[config.mk]
export PLATFORM = sky130hd
export DESIGN_NAME = ex_mem_stage_flat
export DESIGN_NICKNAME = d
export VERILOG_FILES = /design/src/rtl/ex_mem_stage_if.sv /design/src/rtl/ex_mem_stage.sv /design/src/flat_wrapper.sv
export SDC_FILE = /design/constraint.sdc
export NUM_CORES = 1
export LEC_CHECK = 0
export ABC_AREA = 1
export BUFFER_PORTS_ARGS = -buffer_cell sky130_fd_sc_hd__buf_2
export CAP_MARGIN = 20
export CORE_UTILIZATION = 45
export CTS_CLUSTER_DIAMETER = 200
export DETAILED_ROUTE_END_ITERATION = 6
export PLACE_DENSITY = 0.7
export SYNTH_ARGS = -nofsm -noshare
export SYNTH_HDL_FRONTEND = slang
export SYNTH_SLANG_ARGS = --single-unit
[constraint.sdc]
create_clock -name clk -period 1.8 [get_ports clk]
set_clock_uncertainty 0.15 [all_clocks]
set_input_delay 0.09 -clock clk [delete_from_list [all_inputs] [get_ports clk]]
set_output_delay 0.09 -clock clk [all_outputs]
set_load 0.02 [all_outputs]
[src/rtl/ex_mem_stage_if.sv]
// Execute-to-memory bus: upstream handshake, ALU result fields, controller
// flush, downstream handshake and trap reporting.
// master: upstream ALU / controller / downstream side. slave: the stage.
interface ex_mem_stage_if;
  logic        in_valid;
  logic        in_ready;
  logic [31:0] alu_res;
  logic        zero;
  logic        ovf;
  logic [3:0]  alu_ctl;
  logic [4:0]  rd_addr;
  logic        reg_wr;
  logic [31:0] pc;
  logic        flush;
  logic        out_valid;
  logic        out_ready;
  logic [31:0] out_res;
  logic        out_zero;
  logic [4:0]  out_rd;
  logic        out_reg_wr;
  logic [31:0] out_pc;
  logic        trap;
  logic [31:0] epc;

  modport master (
    output in_valid, alu_res, zero, ovf, alu_ctl, rd_addr, reg_wr, pc,
           flush, out_ready,
    input  in_ready, out_valid, out_res, out_zero, out_rd, out_reg_wr,
           out_pc, trap, epc
  );

  modport slave (
    input  in_valid, alu_res, zero, ovf, alu_ctl, rd_addr, reg_wr, pc,
           flush, out_ready,
    output in_ready, out_valid, out_res, out_zero, out_rd, out_reg_wr,
           out_pc, trap, epc
  );
endinterface

[src/rtl/ex_mem_stage.sv]
// EX/MEM pipeline stage: two-entry (head + skid) buffer with valid/ready on
// both sides, NOOP sanitising and optional precise overflow trap.
// Optional feature macro: OVF_TRAP_EN (ADD/SUB overflow -> trap, epc,
// squash of later inputs until flush). Undefined: trap/epc tie to 0.
// ALU codes: AND 0000, OR 0001, ADD 0010, XOR 0011, SLL 0100, SRL 0101,
// SUB 0110, SLT 0111, NOR 1100, NOOP 1110, ERROR 1111; others are unknown.
module ex_mem_stage (
  input  logic           clk,
  input  logic           rst_n,
  ex_mem_stage_if.slave  bus
);

  localparam logic [3:0] ALU_AND   = 4'b0000;
  localparam logic [3:0] ALU_OR    = 4'b0001;
  localparam logic [3:0] ALU_ADD   = 4'b0010;
  localparam logic [3:0] ALU_XOR   = 4'b0011;
  localparam logic [3:0] ALU_SLL   = 4'b0100;
  localparam logic [3:0] ALU_SRL   = 4'b0101;
  localparam logic [3:0] ALU_SUB   = 4'b0110;
  localparam logic [3:0] ALU_SLT   = 4'b0111;
  localparam logic [3:0] ALU_NOR   = 4'b1100;
  localparam logic [3:0] ALU_NOOP  = 4'b1110;

  typedef struct packed {
    logic [31:0] res;
    logic        zero;
    logic [4:0]  rd;
    logic        reg_wr;
    logic [31:0] pc;
  } entry_t;

  function automatic logic is_addsub(input logic [3:0] ctl);
    return (ctl == ALU_ADD) || (ctl == ALU_SUB);
  endfunction

  // NOOP results become a clean zero with no write; unknown/ERROR codes keep
  // their data but never write the register file; a trapping op never writes.
  function automatic entry_t sanitise(input entry_t raw, input logic [3:0] ctl,
                                      input logic kill_wr);
    entry_t e;
    e = raw;
    case (ctl)
      ALU_NOOP: begin
        e.res    = 32'h0;
        e.zero   = 1'b1;
        e.reg_wr = 1'b0;
      end
      ALU_AND, ALU_OR, ALU_ADD, ALU_XOR, ALU_SLL,
      ALU_SRL, ALU_SUB, ALU_SLT, ALU_NOR: ;
      default: e.reg_wr = 1'b0;
    endcase
    if (kill_wr) e.reg_wr = 1'b0;
    return e;
  endfunction

  entry_t head_q, head_d, skid_q, skid_d, in_ent;
  logic   head_vld_q, head_vld_d, skid_vld_q, skid_vld_d;
  logic   in_rdy_q, in_rdy_d;
  logic   accept, store, drain, ovf_kill;
  logic   pend_q, pend_d;

  assign accept = bus.in_valid && in_rdy_q;
  assign store  = accept && !bus.flush && !pend_q;
  assign drain  = head_vld_q && bus.out_ready;

  assign in_ent = sanitise('{res: bus.alu_res, zero: bus.zero, rd: bus.rd_addr,
                             reg_wr: bus.reg_wr, pc: bus.pc},
                           bus.alu_ctl, ovf_kill);

`ifdef OVF_TRAP_EN
  logic        trap_q, trap_d, ovf_hit;
  logic [31:0] epc_q, epc_d;

  assign ovf_kill = bus.ovf && is_addsub(bus.alu_ctl);
  assign ovf_hit  = store && ovf_kill;

  // Trap bookkeeping: one-cycle pulse, epc capture, squash until flush
  always_comb begin
    trap_d = ovf_hit;
    epc_d  = ovf_hit ? bus.pc : epc_q;
    pend_d = bus.flush ? 1'b0 : (pend_q || ovf_hit);
  end

  // Trap state registers
  always_ff @(posedge clk or negedge rst_n) begin
    if (!rst_n) begin
      trap_q <= 1'b0;
      epc_q  <= 32'h0;
      pend_q <= 1'b0;
    end else begin
      trap_q <= trap_d;
      epc_q  <= epc_d;
      pend_q <= pend_d;
    end
  end

  assign bus.trap = trap_q;
  assign bus.epc  = epc_q;
`else
  logic unused_ovf;
  assign unused_ovf = bus.ovf ^ is_addsub(bus.alu_ctl);
  assign ovf_kill   = 1'b0;
  assign pend_q     = 1'b0;
  assign pend_d     = 1'b0;
  assign bus.trap   = 1'b0;
  assign bus.epc    = 32'h0;
`endif

  // Head/skid next state: flush empties; drain promotes skid; accept fills
  always_comb begin
    head_d     = head_q;
    skid_d     = skid_q;
    head_vld_d = head_vld_q;
    skid_vld_d = skid_vld_q;
    if (bus.flush) begin
      head_vld_d = 1'b0;
      skid_vld_d = 1'b0;
    end else if (drain) begin
      if (skid_vld_q) begin
        head_d     = skid_q;
        head_vld_d = 1'b1;
        skid_vld_d = store;
        if (store) skid_d = in_ent;
      end else if (store) begin
        head_d     = in_ent;
        head_vld_d = 1'b1;
      end else begin
        head_vld_d = 1'b0;
      end
    end else if (store) begin
      if (!head_vld_q) begin
        head_d     = in_ent;
        head_vld_d = 1'b1;
      end else begin
        skid_d     = in_ent;
        skid_vld_d = 1'b1;
      end
    end
    // Registered ready: never depends combinationally on out_ready
    in_rdy_d = !skid_vld_d || pend_d;
  end

  // Storage and ready registers
  always_ff @(posedge clk or negedge rst_n) begin
    if (!rst_n) begin
      head_q     <= '0;
      skid_q     <= '0;
      head_vld_q <= 1'b0;
      skid_vld_q <= 1'b0;
      in_rdy_q   <= 1'b1;
    end else begin
      head_q     <= head_d;
      skid_q     <= skid_d;
      head_vld_q <= head_vld_d;
      skid_vld_q <= skid_vld_d;
      in_rdy_q   <= in_rdy_d;
    end
  end

  assign bus.in_ready   = in_rdy_q;
  assign bus.out_valid  = head_vld_q;
  assign bus.out_res    = head_q.res;
  assign bus.out_zero   = head_q.zero;
  assign bus.out_rd     = head_q.rd;
  assign bus.out_reg_wr = head_q.reg_wr;
  assign bus.out_pc     = head_q.pc;

endmodule
[src/flat_wrapper.sv]
// flat-port wrapper written by rule: the top's interface ports become plain ports
module ex_mem_stage_flat 
  (clk, rst_n, bus_in_valid, bus_alu_res, bus_zero, bus_ovf, bus_alu_ctl, bus_rd_addr, bus_reg_wr, bus_pc, bus_flush, bus_out_ready, bus_in_ready, bus_out_valid, bus_out_res, bus_out_zero, bus_out_rd, bus_out_reg_wr, bus_out_pc, bus_trap, bus_epc);
  ex_mem_stage_if bus_i ();
  input  logic clk;
  input  logic rst_n;
  input wire logic [$bits(bus_i.in_valid)-1:0] bus_in_valid;
  input wire logic [$bits(bus_i.alu_res)-1:0] bus_alu_res;
  input wire logic [$bits(bus_i.zero)-1:0] bus_zero;
  input wire logic [$bits(bus_i.ovf)-1:0] bus_ovf;
  input wire logic [$bits(bus_i.alu_ctl)-1:0] bus_alu_ctl;
  input wire logic [$bits(bus_i.rd_addr)-1:0] bus_rd_addr;
  input wire logic [$bits(bus_i.reg_wr)-1:0] bus_reg_wr;
  input wire logic [$bits(bus_i.pc)-1:0] bus_pc;
  input wire logic [$bits(bus_i.flush)-1:0] bus_flush;
  input wire logic [$bits(bus_i.out_ready)-1:0] bus_out_ready;
  output wire logic [$bits(bus_i.in_ready)-1:0] bus_in_ready;
  output wire logic [$bits(bus_i.out_valid)-1:0] bus_out_valid;
  output wire logic [$bits(bus_i.out_res)-1:0] bus_out_res;
  output wire logic [$bits(bus_i.out_zero)-1:0] bus_out_zero;
  output wire logic [$bits(bus_i.out_rd)-1:0] bus_out_rd;
  output wire logic [$bits(bus_i.out_reg_wr)-1:0] bus_out_reg_wr;
  output wire logic [$bits(bus_i.out_pc)-1:0] bus_out_pc;
  output wire logic [$bits(bus_i.trap)-1:0] bus_trap;
  output wire logic [$bits(bus_i.epc)-1:0] bus_epc;
  assign bus_i.in_valid = bus_in_valid;
  assign bus_i.alu_res = bus_alu_res;
  assign bus_i.zero = bus_zero;
  assign bus_i.ovf = bus_ovf;
  assign bus_i.alu_ctl = bus_alu_ctl;
  assign bus_i.rd_addr = bus_rd_addr;
  assign bus_i.reg_wr = bus_reg_wr;
  assign bus_i.pc = bus_pc;
  assign bus_i.flush = bus_flush;
  assign bus_i.out_ready = bus_out_ready;
  assign bus_in_ready = bus_i.in_ready;
  assign bus_out_valid = bus_i.out_valid;
  assign bus_out_res = bus_i.out_res;
  assign bus_out_zero = bus_i.out_zero;
  assign bus_out_rd = bus_i.out_rd;
  assign bus_out_reg_wr = bus_i.out_reg_wr;
  assign bus_out_pc = bus_i.out_pc;
  assign bus_trap = bus_i.trap;
  assign bus_epc = bus_i.epc;
  ex_mem_stage u_core (.clk(clk), .rst_n(rst_n), .bus(bus_i));
endmodule
-- Word-level counts from Yosys, hierarchy flattened
Cells that the tools add are included.
- bits in registers: 145
- input port bits: 81
- output and inout port bits: 106
- eq/ne operators: 12
- mux-type cells: 21
- bitwise logic cells: 1
- reductions and logical operators: 13
- operators with widths (kind ; number):
    two-way mux 71 bit ; 9
    two-way mux 33 bit ; 1
    == test 4 x 3 -> 1 bit, second input constant ; 4
    two-way mux 1 bit ; 11
    OR reduction 9 bit ; 1
    == test 4 x 2 -> 1 bit, second input constant ; 2
    == test 4 bit, second input constant ; 2
    nonzero test 2 bit ; 3
    AND reduction 5 bit ; 1
    == test 4 x 1 -> 1 bit, second input constant ; 1
    zero test 4 bit ; 1
    inequality test 2 bit, second input constant ; 2
    AND reduction 4 bit ; 1
    logical AND 1 bit ; 3
    nonzero test 3 bit ; 1
    zero test 1 bit ; 2
    inequality test 2 x 1 -> 1 bit, second input constant ; 1
    inverter 1 bit ; 1

-- Logic depth before layout (Yosys ltp)
- word-level depth: 6
- mapped depth: 8
- gate-level depth less buffers: 7

-- Least setup slack after synthesis
Ideal clock, no wire load.
- path kind: register -> register
- start: reg u_core.in_rdy_q (netlist: u_core.bus.in_ready)
- end: reg u_core.head_q, in the netlist u_core.bus.out_res[16]
- library setup time: 0.116 ns
- data arrival time: 1.321 ns
- path slack: 0.212 ns
- cell stages (with the launch flop): 8
- cells stage by stage: dfstp_2 nand2_1 nand2_1 nand2_1 buf_2 buf_2 nand2_1 nand2_1
- cells in the longest elaborated chain, start to end: 4
- elaborated cells on any way between the ends: 5
- those cells by class: reduce/logical: 5
- RTL lines (what ; line ; RTL):
    from (decl) ; ex_mem_stage.sv:58 ; logic in_rdy_q, in_rdy_d;
    from (signal assigned) ; ex_mem_stage.sv:156 ; in_rdy_q <= in_rdy_d;
    logical AND 1 bit * ; ex_mem_stage.sv:62 ; assign accept = bus.in_valid && in_rdy_q;
    logical AND 1 bit * ; ex_mem_stage.sv:63 ; assign store = accept && !bus.flush && !pend_q;
    nonzero test 2 bit (no source line) ; -- ;
    AND reduction 4 bit (no source line) * ; -- ;
    to (signal assigned) ; ex_mem_stage.sv:146 ; head_q <= '0;
    to (signal assigned) ; ex_mem_stage.sv:152 ; head_q <= head_d;
    to (decl) ; ex_mem_stage.sv:56 ; entry_t head_q, head_d, skid_q, skid_d, in_ent;
Mark *: on every way between the ends. The rest lies on a longest branch, timed or not.
A chain may end at the register's enable or synchronous reset.

-- Final worst setup path
- start: reg u_core.skid_vld_q
- end: reg u_core.skid_q[17] (netlist bit)
- cells in the longest elaborated chain, start to end: 2
- elaborated cells on any way between the ends: 3
- those cells by class: eq/ne: 2; reduce/logical: 1
- RTL lines (what ; line ; RTL):
    from (decl) ; ex_mem_stage.sv:57 ; logic head_vld_q, head_vld_d, skid_vld_q, skid_vld_d;
    from (signal assigned) ; ex_mem_stage.sv:155 ; skid_vld_q <= skid_vld_d;
    inequality test 2 bit (no source line) or inequality test 2 x 1 -> 1 bit (tied branches) ; -- ;
    AND reduction 5 bit (no source line) * ; -- ;
    to (signal assigned) ; ex_mem_stage.sv:153 ; skid_q <= skid_d;
    to (decl) ; ex_mem_stage.sv:56 ;
Marks and branches as above.

==> reports/results.ini <==
[logic_synthesis]
synth_flop_cell=dfrtp_1
synth_edf_count=0
synthCells=1003
yosysWarningCount=0
synth.most_common_cell=nand2_1
synth_cell_types=19
async_flop_share_pct=100
synthTopCellsByCount=543 x nand2_1, 144 x dfrtp_1, 101 x nor2_1
synth_top_area_share_pct=50.1
yosys_register_bits=145
avgSynthCellArea_um2=7.17
synth.largest_area_cell=dfrtp_1
ys_seq_area_share_pct=50.5
netlist_area_um2=7190
synth_area_leaders=dfrtp_1 50%, nand2_1 28%, nor2_1 5.3%

[critical_path]
cp-end-kind=flop
critPathBufInv=1
ff2ff_path_depth=5
start_kind=flop
path_class=reg -> reg
cp_slowest_cell=dfrtp_1
worstPathRequired_ns=1.96
cp_top_family=flip-flops
max_stage_delay_ns=0.45
crit_top_cell=nand2_1
rr_endpoint=u_core.skid_q[17]
cp.arrival_ns=1.90
ff2ff_setup_slack_ns=0.06
r2r-start=u_core.skid_vld_q
path_cells=o21ai_4 -> nand3_2 -> buf_12 -> nand2_1 -> nand2_1
worstPathMaxFanout=42

[sta]
hold-worst-slack_ns=0.0236
min_period_ns=1.74
hold_viol_final=0
fin_crit_sh_pct=96.7
maxSlewViolCount=0
rsz0062_at_grt=no
setup_tns_ns=0
setup-violations-final=0
clock.fmax_ghz=0.574

[placed_design]
hpwlAfterDp_mm=11.0
port_buffers=152
gp_congestion=0.744

[power]
p_seq_share_pct=45.8
netSwitchingPower_mw=2.89
power.leakage_nw=5.64
clkPwrFrac_pct=33.0
p_comb_share_pct=21.2
switching_share_pct=30.8
p_int_mw=6.49
powerDensity_nw_per_um2=991
irDropWorstVdd_mv=0.689

[final_layout]
area_delta_synth_final_pct=31.5
fill_cells=1374
nNetsFinal=1304
drive_above_1_share_pct=17.3
utilization_pct=61.3
n_antenna_cell=0

[die]
initial_core_util_pct=46.6
die_y_um=128
pin_count=187
num_rows=45
core_area_um2=15400
dieArea_um2=16500
die_x_um=128

[cts]
cts_tree=done
cts_setup_buffers=0
root_buffer=clkbuf_16
clk_latency_ns=0.42
cts_buffer_depth=2
numCtsBuffers=17
clock_sinks=145
htreeDepth=4
clk_pin_slew_ns=0.06

[grt]
grt_pass1_wl_mm=29.9
grt_pass1_vias=6234
grt_max_degree=44
antenna_found_initial=0
grt_overflow=0
track_usage_pct=23.0

[route]
detail_route.wl_per_cell_um=12.5
drt-pass1-iter-count=4
drc=0
vias=6763
drtIter0Drc=440
vias_per_cell=4.68
wl_mm=18.1
antenna_left=0

[job]
maxCapViolations=0

[outcome]
status=completed

[worst_hold_path]
hp-class=in -> async

## state kept, by name, indices dropped and copies added (netlist names)
name / flops
u_core.bus.out_zero: 1
u_core.bus.out_reg_wr: 1
u_core.bus.out_rd: 5
u_core.skid_vld_q: 1
u_core.bus.in_ready: 1
u_core.bus.out_valid: 1
u_core.bus.out_res: 32
u_core.bus.out_pc: 32
u_core.skid_q: 71
## kinds of logic (layout without fill, tap and decap cells)
group,Yosys count,after routing,synth area share [%]
buffers and inverters,130,329,9.74
AND/OR/NAND/NOR,721,721,39.1
other,1,33,0.0521
AO/OA/AOI/OAI,6,6,0.679
flip-flops,145,145,50.5
## worst reg2reg max path, stage by stage (launching register included)
cell and delay, ns:
dfrtp_1 0.45, o21ai_4 0.41, nand3_2 0.20, buf_12 0.24, nand2_1 0.12, nand2_1 0.06
## metal layers
layer | vias to the layer above | share of wire, % | global-route usage [%]
met3 | 19 | 5.7 | 5.03
met2 | 205 | 46 | 37.0
met5 | - | 0 | 0
li1 | 3393 | - | -
met1 | 3146 | 47 | 30.7
met4 | 0 | 1.4 | 7.68
## cells in the final DEF, fill, tap and decap left out, drive strengths merged, types with 3 or more instances in the layout
cell and n:
buf 178, dfrtp 144, inv 41, dlygate4sd3 80
conb 33, nand2 543, nand3 76, clkbuf 23
clkinv 6, nor2 101, a21oi 3
## repair_timing
| action | in CTS | in global routing |
|---|---|---|
| setup endpoints to repair | 0 | 7 |
| resized for setup | 0 | 2 |
| hold buffers | 80 | 0 |
| hold endpoints to repair | 289 | 0 |
## worst max path at each step
stage / start / endpoint / cells past startpoint
final: u_core.skid_vld_q / u_core.skid_q[17] / 5
after global routing: u_core.skid_vld_q / u_core.skid_q[17] / 5
after CTS: u_core.skid_vld_q / u_core.skid_q[17] / 5
after detailed placement: u_core.bus.out_valid / u_core.bus.out_res[28] / 8
after global placement: u_core.bus.out_valid / u_core.bus.out_res[30] / 8
after floorplan: u_core.bus.in_ready / u_core.bus.out_res[16] / 7
## area by class of cell
type | count | area, um^2 | share of cell area [%]
Timing Repair Buffer | 258 | 1900 | 20.0
Clock inverter | 7 | 37.5 | 0.397
Clock buffer | 23 | 468 | 4.95
Tap cell | 211 | 264 | 2.79
Multi-Input combinational cell | 760 | 3010 | 31.8
Inverter | 41 | 154 | 1.63
Sequential cell | 145 | 3630 | 38.4
## stage by stage
stage | worst slack [ns] | instances | area, um^2 | total power [mW]
floorplan | 0.212 | 1035 | 7310 | 5.52
global placement | 0.0709 | 1335 | 8150 | 6.14
detailed placement | 0.0588 | 1335 | 8150 | 6.19
CTS | 0.0436 | 1445 | 9450 | 9.43
global route | 0.00299 | 1445 | 9460 | 9.90
finish | 0.0594 | 1445 | 9460 | 9.38
## power groups by stage
stage	Combinational [mW]	Sequential, mW	Clock, mW
2_1_floorplan	0.905	4.61	0
3_3_place_gp	1.81	4.33	0
3_5_place_dp	1.85	4.33	0
4_1_cts	1.99	4.29	3.15
5_1_grt	2.24	4.37	3.29
6_report	1.99	4.30	3.09
Note: power is estimated with default switching activity, not from simulation.
